$ cat src/rtl/port_trace_capture_pkg.sv
`default_nettype none
// +----------------------------------------------------------------------------+
// | Module  : port_trace_capture_pkg                                           |
// | Purpose : Shared types and helpers for the port trace capture block:       |
// |           run-control state encoding and record sizing functions.          |
// | Rev     : 1.0  initial release                                             |
// +----------------------------------------------------------------------------+
package port_trace_capture_pkg;

  // Run-control states: reset hold, capturing, tick limit reached.
  typedef enum logic [1:0] {
    ST_RST_HOLD = 2'd0,
    ST_RUN      = 2'd1,
    ST_DONE     = 2'd2
  } state_t;

  // Width of the saturating dropped-change counter.
  localparam int DROP_BITS = 16;

  // Channel index width; a single channel still gets a 1-bit index field.
  function automatic int ch_bits_f(input int channels);
    return (channels <= 1) ? 1 : $clog2(channels);
  endfunction

  // Record layout, MSB to LSB: {tick, channel, value}.
  function automatic int rec_bits_f(input int tick_bits, input int channels, input int width);
    return tick_bits + ch_bits_f(channels) + width;
  endfunction

endpackage
`default_nettype wire

$ cat src/rtl/port_trace_capture_if.sv
`default_nettype none
// +----------------------------------------------------------------------------+
// | Module  : port_trace_capture_if                                            |
// | Purpose : Trace record read port (valid/ready handshake).                  |
// |   rd_valid  master->slave  head record present                             |
// |   rd_ready  slave->master  reader accepts head                             |
// |   rd_tick   master->slave  head timestamp                                  |
// |   rd_chan   master->slave  head channel index                              |
// |   rd_data   master->slave  head channel value                              |
// | Rev     : 1.0  initial release                                             |
// +----------------------------------------------------------------------------+
interface port_trace_capture_if
  import port_trace_capture_pkg::*;
#(
  parameter int WIDTH     = 32,
  parameter int TICK_BITS = 32,
  parameter int CH_BITS   = 1
) ();

  logic                 rd_valid;
  logic                 rd_ready;
  logic [TICK_BITS-1:0] rd_tick;
  logic [CH_BITS-1:0]   rd_chan;
  logic [WIDTH-1:0]     rd_data;

  modport master (output rd_valid, output rd_tick, output rd_chan, output rd_data, input rd_ready);
  modport slave  (input rd_valid, input rd_tick, input rd_chan, input rd_data, output rd_ready);

endinterface
`default_nettype wire

$ cat src/rtl/port_trace_capture_trace_fifo.sv
`default_nettype none
// +----------------------------------------------------------------------------+
// | Module  : trace_fifo                                                       |
// | Purpose : Synchronous FIFO with a registered head. Pointers carry an extra |
// |           wrap bit to tell full from empty.                                |
// |   clk, reset_n   clock, async active-low reset                             |
// |   push, push_data  write request (ignored when full)                       |
// |   full           no space; a pop in the same cycle does not make room     |
// |   pop_ready      reader accepts head (pop when out_valid & pop_ready)      |
// |   out_valid, out_data  registered head                                     |
// | Rev     : 1.0  initial release                                             |
// +----------------------------------------------------------------------------+
module trace_fifo
  import port_trace_capture_pkg::*;
#(
  parameter int WIDTH      = 8,
  parameter int DEPTH_BITS = 4
) (
  input  wire logic             clk,
  input  wire logic             reset_n,
  input  wire logic             push,
  input  wire logic [WIDTH-1:0] push_data,
  output logic                  full,
  input  wire logic             pop_ready,
  output logic                  out_valid,
  output logic [WIDTH-1:0]      out_data
);

  localparam int DEPTH = 1 << DEPTH_BITS;

  logic [WIDTH-1:0]    mem [DEPTH];
  logic [DEPTH_BITS:0] wr_ptr_q, wr_ptr_d;
  logic [DEPTH_BITS:0] rd_ptr_q, rd_ptr_d;
  logic                valid_q, valid_d;
  logic [WIDTH-1:0]    head_q, head_d;
  logic                do_push;
  logic                do_pop;

  assign full    = (wr_ptr_q[DEPTH_BITS] != rd_ptr_q[DEPTH_BITS]) &&
                   (wr_ptr_q[DEPTH_BITS-1:0] == rd_ptr_q[DEPTH_BITS-1:0]);
  assign do_push = push && !full;
  assign do_pop  = valid_q && pop_ready;

  always_comb begin
    wr_ptr_d = wr_ptr_q + {{DEPTH_BITS{1'b0}}, do_push};
    rd_ptr_d = rd_ptr_q + {{DEPTH_BITS{1'b0}}, do_pop};
    valid_d  = (wr_ptr_d != rd_ptr_d);
    head_d   = head_q;
    if (valid_d) begin
      // The next head is the slot being written this edge: bypass the memory.
      if (do_push && (rd_ptr_d == wr_ptr_q)) begin
        head_d = push_data;
      end else begin
        head_d = mem[rd_ptr_d[DEPTH_BITS-1:0]];
      end
    end
  end

  always_ff @(posedge clk) begin
    if (do_push) begin
      mem[wr_ptr_q[DEPTH_BITS-1:0]] <= push_data;
    end
  end

  always_ff @(posedge clk or negedge reset_n) begin
    if (!reset_n) begin
      wr_ptr_q <= '0;
      rd_ptr_q <= '0;
      valid_q  <= 1'b0;
      head_q   <= '0;
    end else begin
      wr_ptr_q <= wr_ptr_d;
      rd_ptr_q <= rd_ptr_d;
      valid_q  <= valid_d;
      head_q   <= head_d;
    end
  end

  assign out_valid = valid_q;
  assign out_data  = head_q;

endmodule
`default_nettype wire

$ cat src/rtl/port_trace_capture.sv
`default_nettype none
// +----------------------------------------------------------------------------+
// | Module  : port_trace_capture                                               |
// | Purpose : Run control and port trace for CPU bring-up. Holds the CPU in    |
// |           reset, counts run ticks to a limit and queues timestamped        |
// |           change records of the watched channels for a reader.            |
// |   clk, reset_n  clock, async active-low reset                              |
// |   ch_in         watched values, channel k = ch_in[k*WIDTH +: WIDTH]         |
// |   dut_reset     active-high reset for the CPU                              |
// |   running/done  capturing / tick limit reached (sticky)                    |
// |   tick          ticks since dut_reset fell                                 |
// |   overflow      sticky, a pending change was overwritten                   |
// |   drop_count    saturating count of overwritten changes                    |
// |   rd            record read port (master side)                             |
// | Rev     : 1.0  initial release                                             |
// +----------------------------------------------------------------------------+
module port_trace_capture
  import port_trace_capture_pkg::*;
#(
  parameter int WIDTH        = 32,
  parameter int CHANNELS     = 2,
  parameter int DEPTH_BITS   = 4,
  parameter int TICK_BITS    = 32,
  parameter int MAX_TICKS    = 4000,
  parameter int RESET_CYCLES = 2
) (
  input  wire logic                      clk,
  input  wire logic                      reset_n,
  input  wire logic [WIDTH*CHANNELS-1:0] ch_in,
  output logic                           dut_reset,
  output logic                           running,
  output logic                           done,
  output logic [TICK_BITS-1:0]           tick,
  output logic                           overflow,
  output logic [DROP_BITS-1:0]           drop_count,
  port_trace_capture_if.master           rd
);

  localparam int CH_BITS   = ch_bits_f(CHANNELS);
  localparam int REC_BITS  = rec_bits_f(TICK_BITS, CHANNELS, WIDTH);
  localparam int HOLD_BITS = (RESET_CYCLES > 1) ? $clog2(RESET_CYCLES) : 1;
  localparam logic [HOLD_BITS-1:0] HOLD_LAST = HOLD_BITS'(RESET_CYCLES - 1);
  localparam logic [TICK_BITS-1:0] TICK_LAST = TICK_BITS'(MAX_TICKS - 1);

  state_t                 state_q, state_d;
  logic [HOLD_BITS-1:0]   hold_q, hold_d;
  logic [TICK_BITS-1:0]   tick_q, tick_d;
  logic                   dut_reset_q, dut_reset_d;
  logic                   running_q, running_d;
  logic                   done_q, done_d;
  logic                   first_q, first_d;
  logic                   overflow_q, overflow_d;
  logic [DROP_BITS-1:0]   drop_count_q, drop_count_d;

  logic [WIDTH-1:0]       last_q [CHANNELS];
  logic [WIDTH-1:0]       last_d [CHANNELS];
  logic [WIDTH-1:0]       pval_q [CHANNELS];
  logic [WIDTH-1:0]       pval_d [CHANNELS];
  logic [TICK_BITS-1:0]   ptick_q [CHANNELS];
  logic [TICK_BITS-1:0]   ptick_d [CHANNELS];
  logic [CHANNELS-1:0]    pend_q, pend_d;

  logic                   run_en;
  logic                   drain_en;
  logic [CHANNELS-1:0]    grant;
  logic                   push;
  logic [REC_BITS-1:0]    push_rec;
  logic                   fifo_full;
  logic [REC_BITS-1:0]    head_rec;
  logic [4:0]             n_drops;
  logic [DROP_BITS:0]     drop_sum;

  assign run_en   = (state_q == ST_RUN);
  assign drain_en = (state_q == ST_RUN) || (state_q == ST_DONE);

  // Run-control next state.
  always_comb begin
    state_d     = state_q;
    hold_d      = hold_q;
    tick_d      = tick_q;
    dut_reset_d = dut_reset_q;
    running_d   = running_q;
    done_d      = done_q;
    first_d     = 1'b0;
    case (state_q)
      ST_RST_HOLD: begin
        if (hold_q == HOLD_LAST) begin
          state_d     = ST_RUN;
          dut_reset_d = 1'b0;
          running_d   = 1'b1;
          first_d     = 1'b1;
        end else begin
          hold_d = hold_q + 1'b1;
        end
      end
      ST_RUN: begin
        tick_d = tick_q + 1'b1;
        // The terminal edge still increments, so tick reads MAX_TICKS in DONE.
        if ((MAX_TICKS != 0) && (tick_q == TICK_LAST)) begin
          state_d   = ST_DONE;
          running_d = 1'b0;
          done_d    = 1'b1;
        end
      end
      ST_DONE: ;
      default: state_d = ST_RST_HOLD;
    endcase
  end

  // Priority arbiter: lowest-index pending channel wins the single push slot.
  always_comb begin
    grant    = '0;
    push     = 1'b0;
    push_rec = '0;
    for (int k = 0; k < CHANNELS; k++) begin
      if (!push && drain_en && !fifo_full && pend_q[k]) begin
        push     = 1'b1;
        grant[k] = 1'b1;
        push_rec = {ptick_q[k], CH_BITS'(k), pval_q[k]};
      end
    end
  end

  // Change detection; a change on the same edge as a grant re-arms the slot
  // without counting as a drop.
  always_comb begin
    pend_d  = pend_q & ~grant;
    last_d  = last_q;
    pval_d  = pval_q;
    ptick_d = ptick_q;
    n_drops = '0;
    for (int k = 0; k < CHANNELS; k++) begin
      if (run_en) begin
        last_d[k] = ch_in[k*WIDTH +: WIDTH];
        if (first_q || (ch_in[k*WIDTH +: WIDTH] != last_q[k])) begin
          if (pend_q[k] && !grant[k]) begin
            n_drops = n_drops + 5'd1;
          end
          pend_d[k]  = 1'b1;
          pval_d[k]  = ch_in[k*WIDTH +: WIDTH];
          ptick_d[k] = tick_q;
        end
      end
    end
    drop_sum     = {1'b0, drop_count_q} + {{(DROP_BITS-4){1'b0}}, n_drops};
    drop_count_d = drop_sum[DROP_BITS] ? {DROP_BITS{1'b1}} : drop_sum[DROP_BITS-1:0];
    overflow_d   = overflow_q || (n_drops != 5'd0);
  end

  always_ff @(posedge clk or negedge reset_n) begin
    if (!reset_n) begin
      state_q      <= ST_RST_HOLD;
      hold_q       <= '0;
      tick_q       <= '0;
      dut_reset_q  <= 1'b1;
      running_q    <= 1'b0;
      done_q       <= 1'b0;
      first_q      <= 1'b0;
      overflow_q   <= 1'b0;
      drop_count_q <= '0;
      pend_q       <= '0;
      for (int k = 0; k < CHANNELS; k++) begin
        last_q[k]  <= '0;
        pval_q[k]  <= '0;
        ptick_q[k] <= '0;
      end
    end else begin
      state_q      <= state_d;
      hold_q       <= hold_d;
      tick_q       <= tick_d;
      dut_reset_q  <= dut_reset_d;
      running_q    <= running_d;
      done_q       <= done_d;
      first_q      <= first_d;
      overflow_q   <= overflow_d;
      drop_count_q <= drop_count_d;
      pend_q       <= pend_d;
      last_q       <= last_d;
      pval_q       <= pval_d;
      ptick_q      <= ptick_d;
    end
  end

  trace_fifo #(
    .WIDTH      (REC_BITS),
    .DEPTH_BITS (DEPTH_BITS)
  ) u_fifo (
    .clk       (clk),
    .reset_n   (reset_n),
    .push      (push),
    .push_data (push_rec),
    .full      (fifo_full),
    .pop_ready (rd.rd_ready),
    .out_valid (rd.rd_valid),
    .out_data  (head_rec)
  );

  assign rd.rd_tick  = head_rec[REC_BITS-1 -: TICK_BITS];
  assign rd.rd_chan  = head_rec[WIDTH +: CH_BITS];
  assign rd.rd_data  = head_rec[WIDTH-1:0];

  assign dut_reset   = dut_reset_q;
  assign running     = running_q;
  assign done        = done_q;
  assign tick        = tick_q;
  assign overflow    = overflow_q;
  assign drop_count  = drop_count_q;

endmodule
`default_nettype wire

$ cat src/flat_wrapper.sv
// flat-port wrapper written by rule: the top's interface ports become plain ports
module port_trace_capture_flat import port_trace_capture_pkg::*;
#(
  parameter int WIDTH        = 32,
  parameter int CHANNELS     = 2,
  parameter int DEPTH_BITS   = 4,
  parameter int TICK_BITS    = 32,
  parameter int MAX_TICKS    = 4000,
  parameter int RESET_CYCLES = 2
)
  (clk, reset_n, ch_in, dut_reset, running, done, tick, overflow, drop_count, rd_rd_valid, rd_rd_tick, rd_rd_chan, rd_rd_data, rd_rd_ready);
  port_trace_capture_if #(.WIDTH(WIDTH), .TICK_BITS(TICK_BITS), .CH_BITS(1)) rd_i ();
  input  wire logic clk;
  input  wire logic reset_n;
  input  wire logic [WIDTH*CHANNELS-1:0] ch_in;
  output logic dut_reset;
  output logic running;
  output logic done;
  output logic [TICK_BITS-1:0] tick;
  output logic overflow;
  output logic [DROP_BITS-1:0] drop_count;
  output wire logic [$bits(rd_i.rd_valid)-1:0] rd_rd_valid;
  output wire logic [$bits(rd_i.rd_tick)-1:0] rd_rd_tick;
  output wire logic [$bits(rd_i.rd_chan)-1:0] rd_rd_chan;
  output wire logic [$bits(rd_i.rd_data)-1:0] rd_rd_data;
  input wire logic [$bits(rd_i.rd_ready)-1:0] rd_rd_ready;
  assign rd_rd_valid = rd_i.rd_valid;
  assign rd_rd_tick = rd_i.rd_tick;
  assign rd_rd_chan = rd_i.rd_chan;
  assign rd_rd_data = rd_i.rd_data;
  assign rd_i.rd_ready = rd_rd_ready;
  port_trace_capture #(.WIDTH(WIDTH), .CHANNELS(CHANNELS), .DEPTH_BITS(DEPTH_BITS), .TICK_BITS(TICK_BITS), .MAX_TICKS(MAX_TICKS), .RESET_CYCLES(RESET_CYCLES)) u_core (.clk(clk), .reset_n(reset_n), .ch_in(ch_in), .dut_reset(dut_reset), .running(running), .done(done), .tick(tick), .overflow(overflow), .drop_count(drop_count), .rd(rd_i));
endmodule
$ cat config.mk
export PLATFORM = sky130hd
export DESIGN_NAME = port_trace_capture_flat
export DESIGN_NICKNAME = d
export VERILOG_FILES = /design/src/rtl/port_trace_capture_pkg.sv /design/src/rtl/port_trace_capture_if.sv /design/src/rtl/port_trace_capture_trace_fifo.sv /design/src/rtl/port_trace_capture.sv /design/src/flat_wrapper.sv
export SDC_FILE = /design/constraint.sdc
export NUM_CORES = 2
export LEC_CHECK = 0
export CAP_MARGIN = 10
export CORE_MARGIN = 4
export CORE_UTILIZATION = 55
export CTS_BUF_LIST = sky130_fd_sc_hd__clkbuf_8 sky130_fd_sc_hd__clkbuf_16
export CTS_CLUSTER_DIAMETER = 30
export DETAILED_ROUTE_END_ITERATION = 8
export GPL_ROUTABILITY_DRIVEN = 0
export PLACE_DENSITY = 0.84
export SLEW_MARGIN = 20
export SYNTH_ARGS = -nofsm -noshare
export SYNTH_HDL_FRONTEND = slang
export SYNTH_HIERARCHICAL = 1
export SYNTH_SLANG_ARGS = --single-unit
$ cat constraint.sdc
create_clock -name clk -period 12.4 [get_ports clk]
set_input_delay 2.48 -clock clk [delete_from_list [all_inputs] [get_ports clk]]
set_output_delay 2.48 -clock clk [all_outputs]
set_load 0.01 [all_outputs]
==> results.cfg <==
[run_status]
outcome = finished, final reports clean

[synthesis]
ys.warnings.count = 6
synth_area_leaders = sky130_fd_sc_hd__edfxtp_1 57%, sky130_fd_sc_hd__dfrtp_1 15%, sky130_fd_sc_hd__mux4_2 11%, sky130_fd_sc_hd__mux2_2 3.7%, sky130_fd_sc_hd__mux2i_1 3.6%
yosys.area.top_type_share_pct = 57.0
post_synth.cell_area_avg_um2 = 19.1
synth_most_common_cell = sky130_fd_sc_hd__edfxtp_1
ys_dominant_reg_cell = sky130_fd_sc_hd__edfxtp_1
postSynthRegisterBits = 1366
synth_cells = 2864
synth-edff-count = 1040
netlist_area_mm2 = 0.0548
synth.lib_cells_used.distinct = 58
mappedNetlistNets = 2945
yosysSeqAreaShare_pct = 71.9
proportion_of_synthesized_flip_flops_having_asynchronous_set_or_reset_pct = 23.9
synth_largest_area_cell = sky130_fd_sc_hd__edfxtp_1
synthTopCellsByCount = 1,040 x sky130_fd_sc_hd__edfxtp_1, 325 x sky130_fd_sc_hd__dfrtp_1, 260 x sky130_fd_sc_hd__mux4_2

[setup_path]
reg2reg_setup_slack_ns = 6.55
setup.worst_path.start = rd_rd_ready
worstSetupPathType = in -> reg
startpoint_type = input port
depth_of_the_most_critical_reg_to_reg_path = 16
termination_of_the_worst_setup_path = u_core/u_fifo/out_data[21]$_DFFE_PN0P_
critical_path_arrival_ns = 7.20
critical_path.endpoint_type = register
rr_startpoint = u_core/u_fifo/wr_ptr_q[3]$_DFF_PN0_
path_max_fanout = 84
required_ns = 13.01
regToRegEndpoint = u_core/u_fifo/out_data[38]$_DFFE_PN0P_

[sta]
worst_slew_margin_rel_pct = 16.9
worst-slew-pin-transition_ns = 1.25
clock_skew_ns = 0.0298
setup_violations = 0
highest_clock_rate_ghz = 0.152
timing.final.hold_violations = 0
final_min_period_over_clock_period_pct = 53.1
period_needed_ns = 6.59
timing.setup.tns_ns = 0
fin_worst_hold_slack_ns = 0.487
rsz0062_at_grt = false
final_max_slew_viol_count = 0

[clocking]
clk_pin_slew_ns = 0.05
cts_resizes = 0
cts-htree-levels = 4
postCtsSetupBuffers = 0
clock_tree_from_tritoncts = built
ctsLongestPathBuffers = 3
cts_sinks = 1366
clk-insertion-delay-late_ns = 0.80
clock_buffer_count_from_cts = 201
clk_root_buffer_cell = sky130_fd_sc_hd__clkbuf_16
postCtsHoldBufs = 0

[floorplanning]
chipHeight_um = 324
placement_rows = 115
effective_utilization_at_floorplan_pct = 55.6
design.portCount = 185
fp.dieArea_mm2 = 0.105
dieWidth_um = 324
core_region_area_mm2 = 0.0986

[power_and_ir_drop]
p_int_mw = 12.1
power_frac_clock_pct = 31.3
vdd_ir_drop_max_mv = 0.447
power.share.switching_pct = 35.8
p_sw_mw = 6.77
leakage_power_summed_over_all_cells_nw = 23.2
comb_power_share_pct = 34.7
power_density_mw_per_mm2 = 289
power_mw = 18.9
pwr-share-seq_pct = 34.0

[placement]
place_hpwl_mm = 73.9
buffer_ports.inserted = 184

[global_routing]
gr-total-overflow = 0
via_count_of_the_first_global_routing_pass = 33500
grt_first_pass_wirelength_mm = 223
gr-usage-all-layers_pct = 29.4
maximum_number_of_pins_on_one_net_before_global_route_repair = 150
number_of_antenna_violations_at_the_first_check_in_global_routing = 2

[job]
drv_cap = 0

[cells_and_area]
fin_nets = 3216
area_growth_syn_to_layout_pct = 19.2
fraction_of_final_layout_cells_sized_beyond_drive_strength_1_pct = 27.3
fill_cells = 5865

[min_path]
worst_hold_path_type = reg -> reg
holdCritStartpoint = u_core/dut_reset$_DFFE_PN1P_

[route]
vias_per_cell = 6.77
detail_route.first_pass.iterations = 7
drt_iter0_drc = 4171
post_drt_wl_per_cell_um = 33.0
detail-route-antenna-nets = 0
totalWireLength_mm = 152
drc = 0
vias = 31200
-- per-stage QoR --
step                      worst slack, ns  cells  cell area (um2)  utilization, %
after floorplan                      3.00   2864            54800               -
after global placement               5.09   4216            58000            58.9
after detailed placement             4.88   4216            58000            58.9
after CTS                            5.52   4599            65200            66.2
after global routing                 5.46   4602            65300            66.3
final                                5.81   4603            65300            66.3
-- critical path, cell delays in order --
cell and delay (ns):
sky130_fd_sc_hd__clkdlybuf4s50_1 0.41, sky130_fd_sc_hd__and2_1 0.21, sky130_fd_sc_hd__ha_4 0.82, sky130_fd_sc_hd__buf_12 0.56, sky130_fd_sc_hd__buf_16 0.39, sky130_fd_sc_hd__buf_6 0.67
sky130_fd_sc_hd__mux4_2 0.61, sky130_fd_sc_hd__mux2i_1 0.22, sky130_fd_sc_hd__mux2i_1 0.15, sky130_fd_sc_hd__o21ai_0 0.21, sky130_fd_sc_hd__a31oi_1 0.14
-- power groups by stage --
stage / Combinational (mW) / Clock [mW] / Sequential, mW
2_1_floorplan: 4.15 / 0 / 6.43
3_3_place_gp: 5.99 / 0 / 6.37
3_5_place_dp: 6.17 / 0 / 6.45
4_1_cts: 6.39 / 5.96 / 6.42
5_1_grt: 6.79 / 6.19 / 6.46
6_report: 6.57 / 5.91 / 6.42
-- registers in the layout, indices dropped and copies added (netlist names), 5 cells and up --
| register | cells |
|---|---|
| u_core/drop_count | 16 |
| u_core/last_q | 64 |
| u_core/ptick_q | 64 |
| u_core/pval_q | 64 |
| u_core/tick | 32 |
| u_core/u_fifo/mem | 1040 |
| u_core/u_fifo/out_data | 65 |
| u_core/u_fifo/rd_ptr_q | 5 |
| u_core/u_fifo/wr_ptr_q | 5 |
-- final cells by class --
cell class | count | area, um2 | share of cell area [%]
Sequential cell | 1366 | 39400 | 60.3
Multi-Input combinational cell | 1306 | 14700 | 22.5
Clock buffer | 214 | 5230 | 8.01
Timing Repair Buffer | 247 | 2400 | 3.68
Clock inverter | 169 | 1970 | 3.01
Tap cell | 1287 | 1610 | 2.46
Inverter | 13 | 48.8 | 0.0747
Antenna cell | 1 | 2.50 | 0.00383
-- worst min path at each step --
stage | cells after the start | end
3_5_place_dp | 1 | u_core/overflow$_DFF_PN0_
2_1_floorplan | 1 | u_core/hold_q$_DFFE_PN0N_
5_1_grt | 1 | u_core/dut_reset$_DFFE_PN1P_
3_3_place_gp | 1 | u_core/overflow$_DFF_PN0_
6_report | 1 | u_core/dut_reset$_DFFE_PN1P_
4_1_cts | 1 | u_core/overflow$_DFF_PN0_
-- logic make-up (layout without fill, tap and decap cells) --
group	Yosys count	after routing	synth area share [%]
adders and majority gates	14	14	0.333
DFF	1366	1366	71.9
other	0	1	0
buffers and inverters	192	643	1.79
and+or+nand+nor	302	302	3.02
AOI/OAI and AO/OA	215	215	2.65
xor gates and xnor gates	124	124	2.06
muxes	651	651	18.3
-- per-layer routing --
| layer | track usage (%) | wire length, um |
|---|---|---|
| met1 | 36.6 | 50700 |
| met2 | 48.1 | 75200 |
| met4 | 13.6 | 7030 |
| met5 | 0.635 | 0 |
| met3 | 8.59 | 19100 |
-- cell usage in the layout, fill, tap and decap left out, types with 10 or more instances in the layout --
master                            count
sky130_fd_sc_hd__mux2_1              16
sky130_fd_sc_hd__nand4_1             15
sky130_fd_sc_hd__mux4_2             260
sky130_fd_sc_hd__nor2_1              21
sky130_fd_sc_hd__nand2_1             32
sky130_fd_sc_hd__nand3_1             89
sky130_fd_sc_hd__inv_1               30
sky130_fd_sc_hd__dfrtp_1            325
sky130_fd_sc_hd__nor4_1              83
sky130_fd_sc_hd__mux2_2             179
sky130_fd_sc_hd__o21ai_1             15
sky130_fd_sc_hd__ha_1                10
sky130_fd_sc_hd__clkinv_4            19
sky130_fd_sc_hd__xor2_1              75
sky130_fd_sc_hd__clkbuf_8            11
sky130_fd_sc_hd__edfxtp_1          1040
sky130_fd_sc_hd__clkbuf_16          203
sky130_fd_sc_hd__clkinv_1            10
sky130_fd_sc_hd__mux2i_1            196
sky130_fd_sc_hd__xnor2_1             44
sky130_fd_sc_hd__clkinvlp_4          25
sky130_fd_sc_hd__bufinv_16           25
sky130_fd_sc_hd__inv_6               27
sky130_fd_sc_hd__clkinv_2            24
sky130_fd_sc_hd__o21ai_0             55
sky130_fd_sc_hd__buf_4               56
sky130_fd_sc_hd__clkdlybuf4s50_1    183
sky130_fd_sc_hd__a31oi_1             66
sky130_fd_sc_hd__a22o_1              64
(Power assumes the default switching activity.)
